## src/rtl/fib_frame_stack_if.sv

```systemverilog
// Request/response bundle between the Fibonacci controller (master) and its frame stack (slave).
interface fib_frame_stack_if #(
  parameter int unsigned WIDTH = 8,
  parameter int unsigned PTRW  = 4
);
  logic             start;
  logic [WIDTH-1:0] nIn;
  logic             pushSig;
  logic             popSig;
  logic [WIDTH-1:0] pushN;
  logic [WIDTH-1:0] pushFlag;
  logic [WIDTH-1:0] pushRes;
  logic             readySig;
  logic [WIDTH-1:0] popN;
  logic [WIDTH-1:0] popFlag;
  logic [WIDTH-1:0] popRes;
  logic             emptySig;
  logic             fullSig;
  logic             overflow;
  logic             underflow;
  logic [PTRW:0]    count;

  modport master (
    output start, nIn, pushSig, popSig, pushN, pushFlag, pushRes,
    input  readySig, popN, popFlag, popRes, emptySig, fullSig, overflow, underflow, count
  );

  modport slave (
    input  start, nIn, pushSig, popSig, pushN, pushFlag, pushRes,
    output readySig, popN, popFlag, popRes, emptySig, fullSig, overflow, underflow, count
  );
endinterface

```

## src/rtl/fib_frame_stack.sv

```systemverilog
// LIFO of {n, flag, res} call frames for the recursive Fibonacci controller.
// Each request takes one busy cycle; start clears the stack and seeds the root frame.
module fib_frame_stack #(
  parameter int unsigned WIDTH = 8,
  parameter int unsigned DEPTH = 16,
  parameter int unsigned PTRW  = 4
) (
  input  logic                clk,
  input  logic                rst,
  fib_frame_stack_if.slave    bus
);

  typedef enum logic [1:0] {StIdle, StSeed, StWrite, StRead} state_e;

  localparam logic [PTRW:0] LpDepth = (PTRW + 1)'(DEPTH);
  localparam logic [PTRW:0] LpOne   = (PTRW + 1)'(1);

  state_e                 r_state;
  logic [PTRW:0]          r_sp;
  logic                   r_ready;
  logic [WIDTH-1:0]       r_pop_n;
  logic [WIDTH-1:0]       r_pop_flag;
  logic [WIDTH-1:0]       r_pop_res;
  logic                   r_over;
  logic                   r_under;
  logic [WIDTH-1:0]       r_lat_n;
  logic [WIDTH-1:0]       r_lat_flag;
  logic [WIDTH-1:0]       r_lat_res;
  logic [3*WIDTH-1:0]     r_mem [DEPTH];

  logic                   w_full;
  logic                   w_empty;
  logic [PTRW:0]          w_sp_inc;
  logic [PTRW:0]          w_sp_dec;
  logic [3*WIDTH-1:0]     w_rd;

  assign w_full   = (r_sp == LpDepth);
  assign w_empty  = (r_sp == '0);
  assign w_sp_inc = r_sp + LpOne;
  assign w_sp_dec = r_sp - LpOne;
  assign w_rd     = r_mem[w_sp_dec[PTRW-1:0]];

  always_ff @(posedge clk or posedge rst) begin
    if (rst) begin
      r_state    <= StIdle;
      r_sp       <= '0;
      r_ready    <= 1'b1;
      r_pop_n    <= '0;
      r_pop_flag <= '0;
      r_pop_res  <= '0;
      r_over     <= 1'b0;
      r_under    <= 1'b0;
      r_lat_n    <= '0;
      r_lat_flag <= '0;
      r_lat_res  <= '0;
    end else begin
      case (r_state)
        StIdle: begin
          if (bus.start) begin
            r_lat_n <= bus.nIn;
            r_state <= StSeed;
            r_ready <= 1'b0;
          end else if (bus.pushSig) begin
            r_lat_n    <= bus.pushN;
            r_lat_flag <= bus.pushFlag;
            r_lat_res  <= bus.pushRes;
            r_state    <= StWrite;
            r_ready    <= 1'b0;
          end else if (bus.popSig) begin
            r_state <= StRead;
            r_ready <= 1'b0;
          end
        end
        StSeed: begin
          r_sp    <= LpOne;
          r_over  <= 1'b0;
          r_under <= 1'b0;
          r_state <= StIdle;
          r_ready <= 1'b1;
        end
        StWrite: begin
          if (!w_full) r_sp <= w_sp_inc;
          else         r_over <= 1'b1;
          r_state <= StIdle;
          r_ready <= 1'b1;
        end
        StRead: begin
          if (!w_empty) begin
            r_sp       <= w_sp_dec;
            r_pop_n    <= w_rd[3*WIDTH-1:2*WIDTH];
            r_pop_flag <= w_rd[2*WIDTH-1:WIDTH];
            r_pop_res  <= w_rd[WIDTH-1:0];
          end else begin
            r_under <= 1'b1;
          end
          r_state <= StIdle;
          r_ready <= 1'b1;
        end
        default: begin
          r_state <= StIdle;
          r_ready <= 1'b1;
        end
      endcase
    end
  end

  // Memory is not reset; an async reset forces StIdle first, so an aborted write never lands.
  always_ff @(posedge clk) begin
    if (r_state == StSeed) begin
      r_mem[0] <= {r_lat_n, WIDTH'(1), WIDTH'(0)};
    end else if (r_state == StWrite && !w_full) begin
      r_mem[r_sp[PTRW-1:0]] <= {r_lat_n, r_lat_flag, r_lat_res};
    end
  end

  assign bus.readySig  = r_ready;
  assign bus.popN      = r_pop_n;
  assign bus.popFlag   = r_pop_flag;
  assign bus.popRes    = r_pop_res;
  assign bus.emptySig  = w_empty;
  assign bus.fullSig   = w_full;
  assign bus.overflow  = r_over;
  assign bus.underflow = r_under;
  assign bus.count     = r_sp;

endmodule

```

## src/flat_wrapper.sv

```systemverilog
// flat-port wrapper written by rule: the top's interface ports become plain ports
module fib_frame_stack_flat 
#(
  parameter int unsigned WIDTH = 8,
  parameter int unsigned DEPTH = 16,
  parameter int unsigned PTRW  = 4
)
  (clk, rst, bus_start, bus_nIn, bus_pushSig, bus_popSig, bus_pushN, bus_pushFlag, bus_pushRes, bus_readySig, bus_popN, bus_popFlag, bus_popRes, bus_emptySig, bus_fullSig, bus_overflow, bus_underflow, bus_count);
  fib_frame_stack_if #(.WIDTH(WIDTH), .PTRW(PTRW)) bus_i ();
  input  logic clk;
  input  logic rst;
  input wire logic [$bits(bus_i.start)-1:0] bus_start;
  input wire logic [$bits(bus_i.nIn)-1:0] bus_nIn;
  input wire logic [$bits(bus_i.pushSig)-1:0] bus_pushSig;
  input wire logic [$bits(bus_i.popSig)-1:0] bus_popSig;
  input wire logic [$bits(bus_i.pushN)-1:0] bus_pushN;
  input wire logic [$bits(bus_i.pushFlag)-1:0] bus_pushFlag;
  input wire logic [$bits(bus_i.pushRes)-1:0] bus_pushRes;
  output wire logic [$bits(bus_i.readySig)-1:0] bus_readySig;
  output wire logic [$bits(bus_i.popN)-1:0] bus_popN;
  output wire logic [$bits(bus_i.popFlag)-1:0] bus_popFlag;
  output wire logic [$bits(bus_i.popRes)-1:0] bus_popRes;
  output wire logic [$bits(bus_i.emptySig)-1:0] bus_emptySig;
  output wire logic [$bits(bus_i.fullSig)-1:0] bus_fullSig;
  output wire logic [$bits(bus_i.overflow)-1:0] bus_overflow;
  output wire logic [$bits(bus_i.underflow)-1:0] bus_underflow;
  output wire logic [$bits(bus_i.count)-1:0] bus_count;
  assign bus_i.start = bus_start;
  assign bus_i.nIn = bus_nIn;
  assign bus_i.pushSig = bus_pushSig;
  assign bus_i.popSig = bus_popSig;
  assign bus_i.pushN = bus_pushN;
  assign bus_i.pushFlag = bus_pushFlag;
  assign bus_i.pushRes = bus_pushRes;
  assign bus_readySig = bus_i.readySig;
  assign bus_popN = bus_i.popN;
  assign bus_popFlag = bus_i.popFlag;
  assign bus_popRes = bus_i.popRes;
  assign bus_emptySig = bus_i.emptySig;
  assign bus_fullSig = bus_i.fullSig;
  assign bus_overflow = bus_i.overflow;
  assign bus_underflow = bus_i.underflow;
  assign bus_count = bus_i.count;
  fib_frame_stack #(.WIDTH(WIDTH), .DEPTH(DEPTH), .PTRW(PTRW)) u_core (.clk(clk), .rst(rst), .bus(bus_i));
endmodule
```

## config.mk

```make
export PLATFORM = sky130hd
export DESIGN_NAME = fib_frame_stack_flat
export DESIGN_NICKNAME = d
export VERILOG_FILES = /design/src/rtl/fib_frame_stack_if.sv /design/src/rtl/fib_frame_stack.sv /design/src/flat_wrapper.sv
export SDC_FILE = /design/constraint.sdc
export NUM_CORES = 1
export LEC_CHECK = 0
export CAP_MARGIN = 20
export CORE_ASPECT_RATIO = 1.5
export CORE_UTILIZATION = 35
export CTS_CLUSTER_SIZE = 10
export DETAILED_ROUTE_END_ITERATION = 7
export SLEW_MARGIN = 15
export SYNTH_ARGS = -nofsm -noshare
export SYNTH_HDL_FRONTEND = slang
export SYNTH_SLANG_ARGS = --single-unit
```

## constraint.sdc

```tcl
create_clock -name clk -period 5.8 [get_ports clk]
set_clock_uncertainty 0.05 [all_clocks]
set_input_delay 0.87 -clock clk [delete_from_list [all_inputs] [get_ports clk]]
set_output_delay 0.87 -clock clk [all_outputs]
set_load 0.01 [all_outputs]
```

==> results.sh, run 1 <==
export IMPL_holdBufCountCts=0
export IMPL_cts_root_buf="clkbuf_16"
export IMPL_max_clock_freq_ghz=0.254
export IMPL_wl_per_cell_um=20.5
export IMPL_yosys_warnings=0
export IMPL_clock_path_buffers=3
export IMPL_cp_slowest_cell="nor3b_1"
export IMPL_layout_drive_gt1_share=0.108
export IMPL_syn_inst=1126
export IMPL_grt_usage=0.156
export IMPL_hold_class="reg2reg"
export IMPL_hold_start="u_core.bus.readySig$_DFFE_PP1P_"
export IMPL_grt_max_degree=75
export IMPL_rows=99
export IMPL_core_mm2=0.0488
export IMPL_slew_viol_final=0
export IMPL_port_buffers=70
export IMPL_powerDensity_mw_per_mm2=485
export IMPL_synth_most_common_cell="edfxtp_1"
export IMPL_critPathCaptureType="output pin"
export IMPL_fill_cells=4439
export IMPL_die_height_um=275
export IMPL_vias_per_cell=5.07
export IMPL_finalSetupViolCount=0
export IMPL_synth_ff_latch_count=442
export IMPL_chipWidth_um=184
export IMPL_startpoint_type="flip-flop"
export IMPL_worstPathMaxFanout=16
export IMPL_cts_setup_buffers=0
export IMPL_hold_viol=0
export IMPL_synth_nets=1166
export IMPL_worst_pin_slew_ns=1.07
export IMPL_cts_resized=0
export IMPL_worst_ep_required_time_ns=4.88
export IMPL_dpl_cell_count=1811
export IMPL_fp_dieArea_mm2=0.0506
export IMPL_path_cells="inv_1, ha_1, nor3b_1, and2_1, clkdlybuf4s50_1"
export IMPL_syn_avg_cell_area_um2=15.4
export IMPL_yosys_area_top_type="edfxtp_1"
export IMPL_synthTopCellsByArea="edfxtp_1 (66%), dfrtp_1 (8.2%), mux2i_1 (7.4%)"
export IMPL_cts_tree="done"
export IMPL_fin_ws_ns=1.86
export IMPL_place_ws_ns=2.34
export IMPL_grt_overflow_total=0
export IMPL_setup_tns_ns=0
export IMPL_outcome="finished, final reports clean"
export IMPL_num_vias=9666
export IMPL_regToRegSetupSlack_ns=2.34
export IMPL_drt_initial_drc_count=744
export IMPL_clock_sinks=442
export IMPL_critPathMaxStageDelay_ns=0.60
export IMPL_holdWs_ns=0.412
export IMPL_fin_crit_ns=3.94
export IMPL_cap_violations=0
export IMPL_period_share=0.680
export IMPL_reg2reg_to="u_core.r_mem[6][11]$_DFFE_PP_"
export IMPL_synth_cell_types=43
export IMPL_grt_pass1_vias=9729
export IMPL_async_flop_share=0.131
export IMPL_htreeDepth=2
export IMPL_drc=0
export IMPL_p_leak_nw=7.34
export IMPL_initial_core_util=0.356
export IMPL_area_growth_pct=17.8
export IMPL_rsz0062_at_grt="no"
export IMPL_dp_hpwl_mm=24.1
export IMPL_r2r_start="u_core.bus.count[1]$_DFFE_PP0P_"
export IMPL_criticalPathCategory="reg2out"
export IMPL_reg2reg_depth=9
export IMPL_synth_common_cells="edfxtp_1 (384), nand2_1 (185), mux2i_1 (128)"
export IMPL_slew_limit_headroom=0.287
export IMPL_gp_congestion=0.811
export IMPL_worstHoldPathCells=2
export IMPL_ioPinCount=71
export IMPL_clkSlewWorstSetupHoldPaths_ns=0.05
export IMPL_stdcell_count=1905
export IMPL_min_to="u_core.bus.readySig$_DFFE_PP1P_"
export IMPL_syn_area_mm2=0.0174
export IMPL_vdd_drop_max_v=0.000378
export IMPL_cts_buffers=50
export IMPL_worstPathArrival_ns=3.02
export IMPL_ys_seq_area_frac=0.747
export IMPL_fin_util=0.420
export IMPL_clk_latency_ns=0.54
export IMPL_synth_edf_count=384
export IMPL_final_nets=1251
export IMPL_drtAntennaViolNets=0
export IMPL_synth_ff_type="edfxtp_1"
export IMPL_grt_pass1_wl_mm=59.3
export IMPL_insertedDiodeCount=0
export IMPL_drt_total_wl_mm=39.1
export IMPL_firstDrtPassIters=5
export IMPL_yosysTopAreaCellShare=0.663
export IMPL_antenna_found_initial=0
-- layout make-up --
cell class	count	area, um^2	area share
multi-input cells	606	4170	0.204
inverters	7	26.3	0.00128
repair buffers	104	1010	0.0491
clock inverters	1	8.76	0.000428
well taps	656	821	0.0401
clock buffers	89	1460	0.0713
flip-flops and latches	442	13000	0.634
-- per-layer routing --
metal  GRT usage  part of all wire  vias to the layer above
met5           0                 0                        -
met4      0.0518             0.025                        0
met3      0.0203             0.042                       55
met2       0.279              0.52                      245
met1       0.194              0.41                     4882
li1            -                 -                     4484
-- worst max-delay path by stage --
stage                                         start  cells past startpoint                           endpoint  slack, ns
finish              u_core.bus.count[0]$_DFFE_PP0P_                      5                        bus_fullSig       1.86
global route        u_core.bus.count[0]$_DFFE_PP0P_                      5                        bus_fullSig       1.70
CTS                 u_core.bus.count[0]$_DFFE_PP0P_                      5                        bus_fullSig       1.84
detailed placement  u_core.bus.count[1]$_DFFE_PP0P_                      9      u_core.r_mem[6][17]$_DFFE_PP_       2.34
global placement    u_core.bus.count[0]$_DFFE_PP0P_                      8  u_core.bus.popFlag[2]$_DFFE_PP0P_       2.36
floorplan           u_core.bus.count[1]$_DFFE_PP0P_                      9       u_core.r_mem[0][0]$_DFFE_PP_       1.42
-- cells in the final DEF, fill, tap and decap left out, types with 16 or more instances in the layout --
cell type	count
a32o_1	23
a32oi_1	25
mux2_2	16
nand2_1	185
mux2i_1	128
nor2_2	17
clkbuf_1	36
buf_4	28
dfrtp_1	56
o31ai_1	27
and2_1	19
edfxtp_1	384
a22oi_1	49
nand3_1	52
clkdlybuf4s50_1	70
clkbuf_16	53
-- stage by stage --
step | area (um^2) | power (W)
detailed placement | 19000 | 0.00712
global placement | 18900 | 0.00709
floorplan | 17400 | 0.00602
global route | 20500 | 0.0104
finish | 20500 | 0.00994
CTS | 20400 | 0.00998
-- power breakdown --
group          switching [W]  leakage (nW)  total, W  internal (W)
logic                0.00189          2.39   0.00303       0.00114
registers           0.000274          4.25   0.00406       0.00379
clock network        0.00116         0.700   0.00285       0.00169
total                0.00333          7.34   0.00994       0.00661
-- cells by family (layout without fill, tap and decap cells) --
family,count (synthesis),in the layout,share of synthesized area
buffers and inverters,78,201,0.0192
DFF,442,442,0.747
adders and majority gates,3,3,0.00216
and+or+nand+nor,296,296,0.0736
xor gates and xnor gates,4,4,0.00245
muxes,144,144,0.0841
AOI/OAI and AO/OA,159,159,0.0716
-- sequential cells by signal, indices dropped and copies added (netlist names), 2 cells and up --
name,count
u_core.r_lat_flag,8
u_core.r_lat_res,8
u_core.bus.count,5
u_core.r_mem,384
u_core.bus.popN,8
u_core.bus.popFlag,8
u_core.r_state,2
u_core.r_lat_n,8
u_core.bus.popRes,8
-- worst max-delay path: cells and delay by family, from the launching register on --
family | cells | cell delay [ns]
fa+ha+maj | 1 | 0.19
buf+inv | 2 | 0.81
simple gates | 2 | 0.90
flops | 1 | 0.58
(Power assumes the default switching activity.)
==> inputs of run 2 (changes only) <==
clock period = 3.7 ns   (was 5.8 ns; I/O delays follow)
==> run 2 against run 1 <==
Count of clock-buffer cells in the layout increased by 1. Worst setup slack got worse by 1.5 ns. Register-to-register slack got worse by 1.7 ns. Sequential share of layout area decreased by 0.11 points. Global-route usage decreased by 0.57 points. Wire length decreased by 4.0%. Critical path depth unchanged. Hold slack got worse by 0.051 ns. Critical endpoint is now bus_emptySig. Largest cell class unchanged. Largest power group unchanged.
==> results.sh, run 2 (synthesis gave the netlist of run 1 again) <==
export IMPL_area_growth_pct=18.0
export IMPL_clk_latency_ns=0.55
export IMPL_worst_ep_required_time_ns=3.09
export IMPL_path_cells="inv_1, ha_1, or3b_1, nor2_1, clkdlybuf4s50_1"
export IMPL_cp_slowest_cell="clkdlybuf4s50_1"
export IMPL_cts_resized=0
export IMPL_dp_hpwl_mm=24.5
export IMPL_setup_tns_ns=0
export IMPL_finalSetupViolCount=0
export IMPL_period_share=0.909
export IMPL_path_delay_family="buffers and inverters"
export IMPL_final_common_cell="edfxtp_1"
export IMPL_critPathMaxStageDelay_ns=0.58
export IMPL_critPathCaptureType="output pin"
export IMPL_met3WireLength_mm=1.57
export IMPL_slew_limit_headroom=0.242
export IMPL_fin_ws_ns=0.337
export IMPL_num_vias=9669
export IMPL_rsz0062_at_grt="no"
export IMPL_grt_usage=0.151
export IMPL_cts_setup_buffers=0
export IMPL_slew_viol_final=0
export IMPL_worst_pin_slew_ns=1.14
export IMPL_antenna_found_initial=1
export IMPL_outcome="finished, final reports clean"
export IMPL_cts_tree="done"
export IMPL_path_depth=5
export IMPL_layout_drive_gt1_share=0.117
export IMPL_firstDrtPassIters=5
export IMPL_path_buf_inv=2
export IMPL_wl_per_cell_um=19.6
export IMPL_clkSlewWorstSetupHoldPaths_ns=0.06
export IMPL_drt_total_wl_mm=37.6
export IMPL_startpoint_type="flip-flop"
export IMPL_chipWidth_um=184
export IMPL_p_leak_nw=7.38
export IMPL_fp_dieArea_mm2=0.0506
export IMPL_clock_sinks=442
export IMPL_rows=99
export IMPL_worstPathMaxFanout=15
export IMPL_route_met2_wl_mm=19.2
export IMPL_hold_viol=0
export IMPL_vdd_drop_max_v=0.000440
export IMPL_holdBufCountCts=0
export IMPL_ioPinCount=71
export IMPL_layout_common_cells="edfxtp_1 (384), nand2_1 (185), mux2i_1 (128)"
export IMPL_criticalPathCategory="reg2out"
export IMPL_drtAntennaViolNets=0
export IMPL_port_buffers=70
export IMPL_max_clock_freq_ghz=0.297
export IMPL_cap_violations=0
export IMPL_grt_pass1_vias=9947
export IMPL_cts_root_buf="clkbuf_16"
export IMPL_gp_congestion=0.807
export IMPL_cts_buffers=50
export IMPL_die_height_um=275
export IMPL_place_ws_ns=0.659
export IMPL_core_mm2=0.0488
export IMPL_insertedDiodeCount=0
export IMPL_htreeDepth=2
export IMPL_drc=0
export IMPL_reg2reg_to="u_core.r_mem[12][16]$_DFFE_PP_"
export IMPL_initial_core_util=0.356
export IMPL_regToRegSetupSlack_ns=0.65
export IMPL_met1_length_mm=15.6
export IMPL_grt_overflow_total=0
export IMPL_largest_reg_flops=384
export IMPL_grt_pass1_wl_mm=58.1
export IMPL_grt_max_degree=74
export IMPL_final_nets=1264
export IMPL_fin_area_mm2=0.0205
export IMPL_fill_cells=4467
export IMPL_reg2reg_depth=8
export IMPL_hold_class="in2async"
export IMPL_vias_per_cell=5.04
export IMPL_worstPathArrival_ns=2.76
export IMPL_clock_path_buffers=3
export IMPL_r2r_start="u_core.bus.count[0]$_DFFE_PP0P_"
export IMPL_dpl_instance_area_mm2=0.0191
export IMPL_drt_initial_drc_count=677
export IMPL_highest_layer="met4"
export IMPL_top_register="u_core.r_mem"
export IMPL_fin_crit_ns=3.36
export IMPL_powerDensity_mw_per_mm2=757
-- run 2: cell count changes in the layout (fill, tap and decap cells not counted), sizes merged --
| cell | change |
|---|---|
| buf | +13 |
| clkbuf | +1 |
| inv | +1 |
-- run 2: how the worst max path moves through the flow --
stage                                    start                        endpoint
4_1_cts        u_core.bus.count[0]$_DFFE_PP0P_                     bus_fullSig
3_3_place_gp   u_core.bus.count[0]$_DFFE_PP0P_  u_core.r_mem[10][14]$_DFFE_PP_
5_1_grt        u_core.bus.count[0]$_DFFE_PP0P_                    bus_emptySig
2_1_floorplan  u_core.bus.count[1]$_DFFE_PP0P_    u_core.r_mem[8][0]$_DFFE_PP_
3_5_place_dp   u_core.bus.count[0]$_DFFE_PP0P_   u_core.r_mem[13][1]$_DFFE_PP_
6_report       u_core.bus.count[0]$_DFFE_PP0P_                    bus_emptySig
-- run 2: final cells by class --
| class | instances | area [um^2] | share of cell area |
|---|---|---|---|
| well taps | 656 | 821 | 0.0400 |
| inverters | 7 | 26.3 | 0.00128 |
| repair buffers | 117 | 1070 | 0.0520 |
| clock inverters | 2 | 17.5 | 0.000854 |
| clock buffers | 90 | 1420 | 0.0693 |
| multi-input cells | 606 | 4180 | 0.204 |
| flip-flops and latches | 442 | 13000 | 0.633 |
-- run 2: power by group --
part	switching [W]	internal, W	leakage, nW
Combinational	0.00301	0.00180	2.45
Sequential	0.000394	0.00594	4.25
Clock	0.00183	0.00257	0.684
-- run 2: through the flow --
step	hold slack (ns)	util	instances	power (W)
after global routing	0.411	0.420	1920	0.0163
after global placement	0.410	0.391	1828	0.0112
after floorplan	0.418	-	1126	0.00943
after CTS	0.363	0.420	1920	0.0157
final	0.361	0.420	1920	0.0155
after detailed placement	0.410	0.391	1828	0.0113
-- run 2: worst register-to-register path: cells and delay by family, from the launching register on --
family        cells  cell delay (ns)
flops             1             0.53
simple gates      5             1.38
buf+inv           2             0.51
fa+ha+maj         1             0.23
-- run 2: metal layers --
| layer | GRT usage | up-vias |
|---|---|---|
| met2 | 0.266 | 239 |
| li1 | - | 4519 |
| met5 | 0 | - |
| met3 | 0.0217 | 78 |
| met4 | 0.0610 | 0 |
| met1 | 0.184 | 4833 |
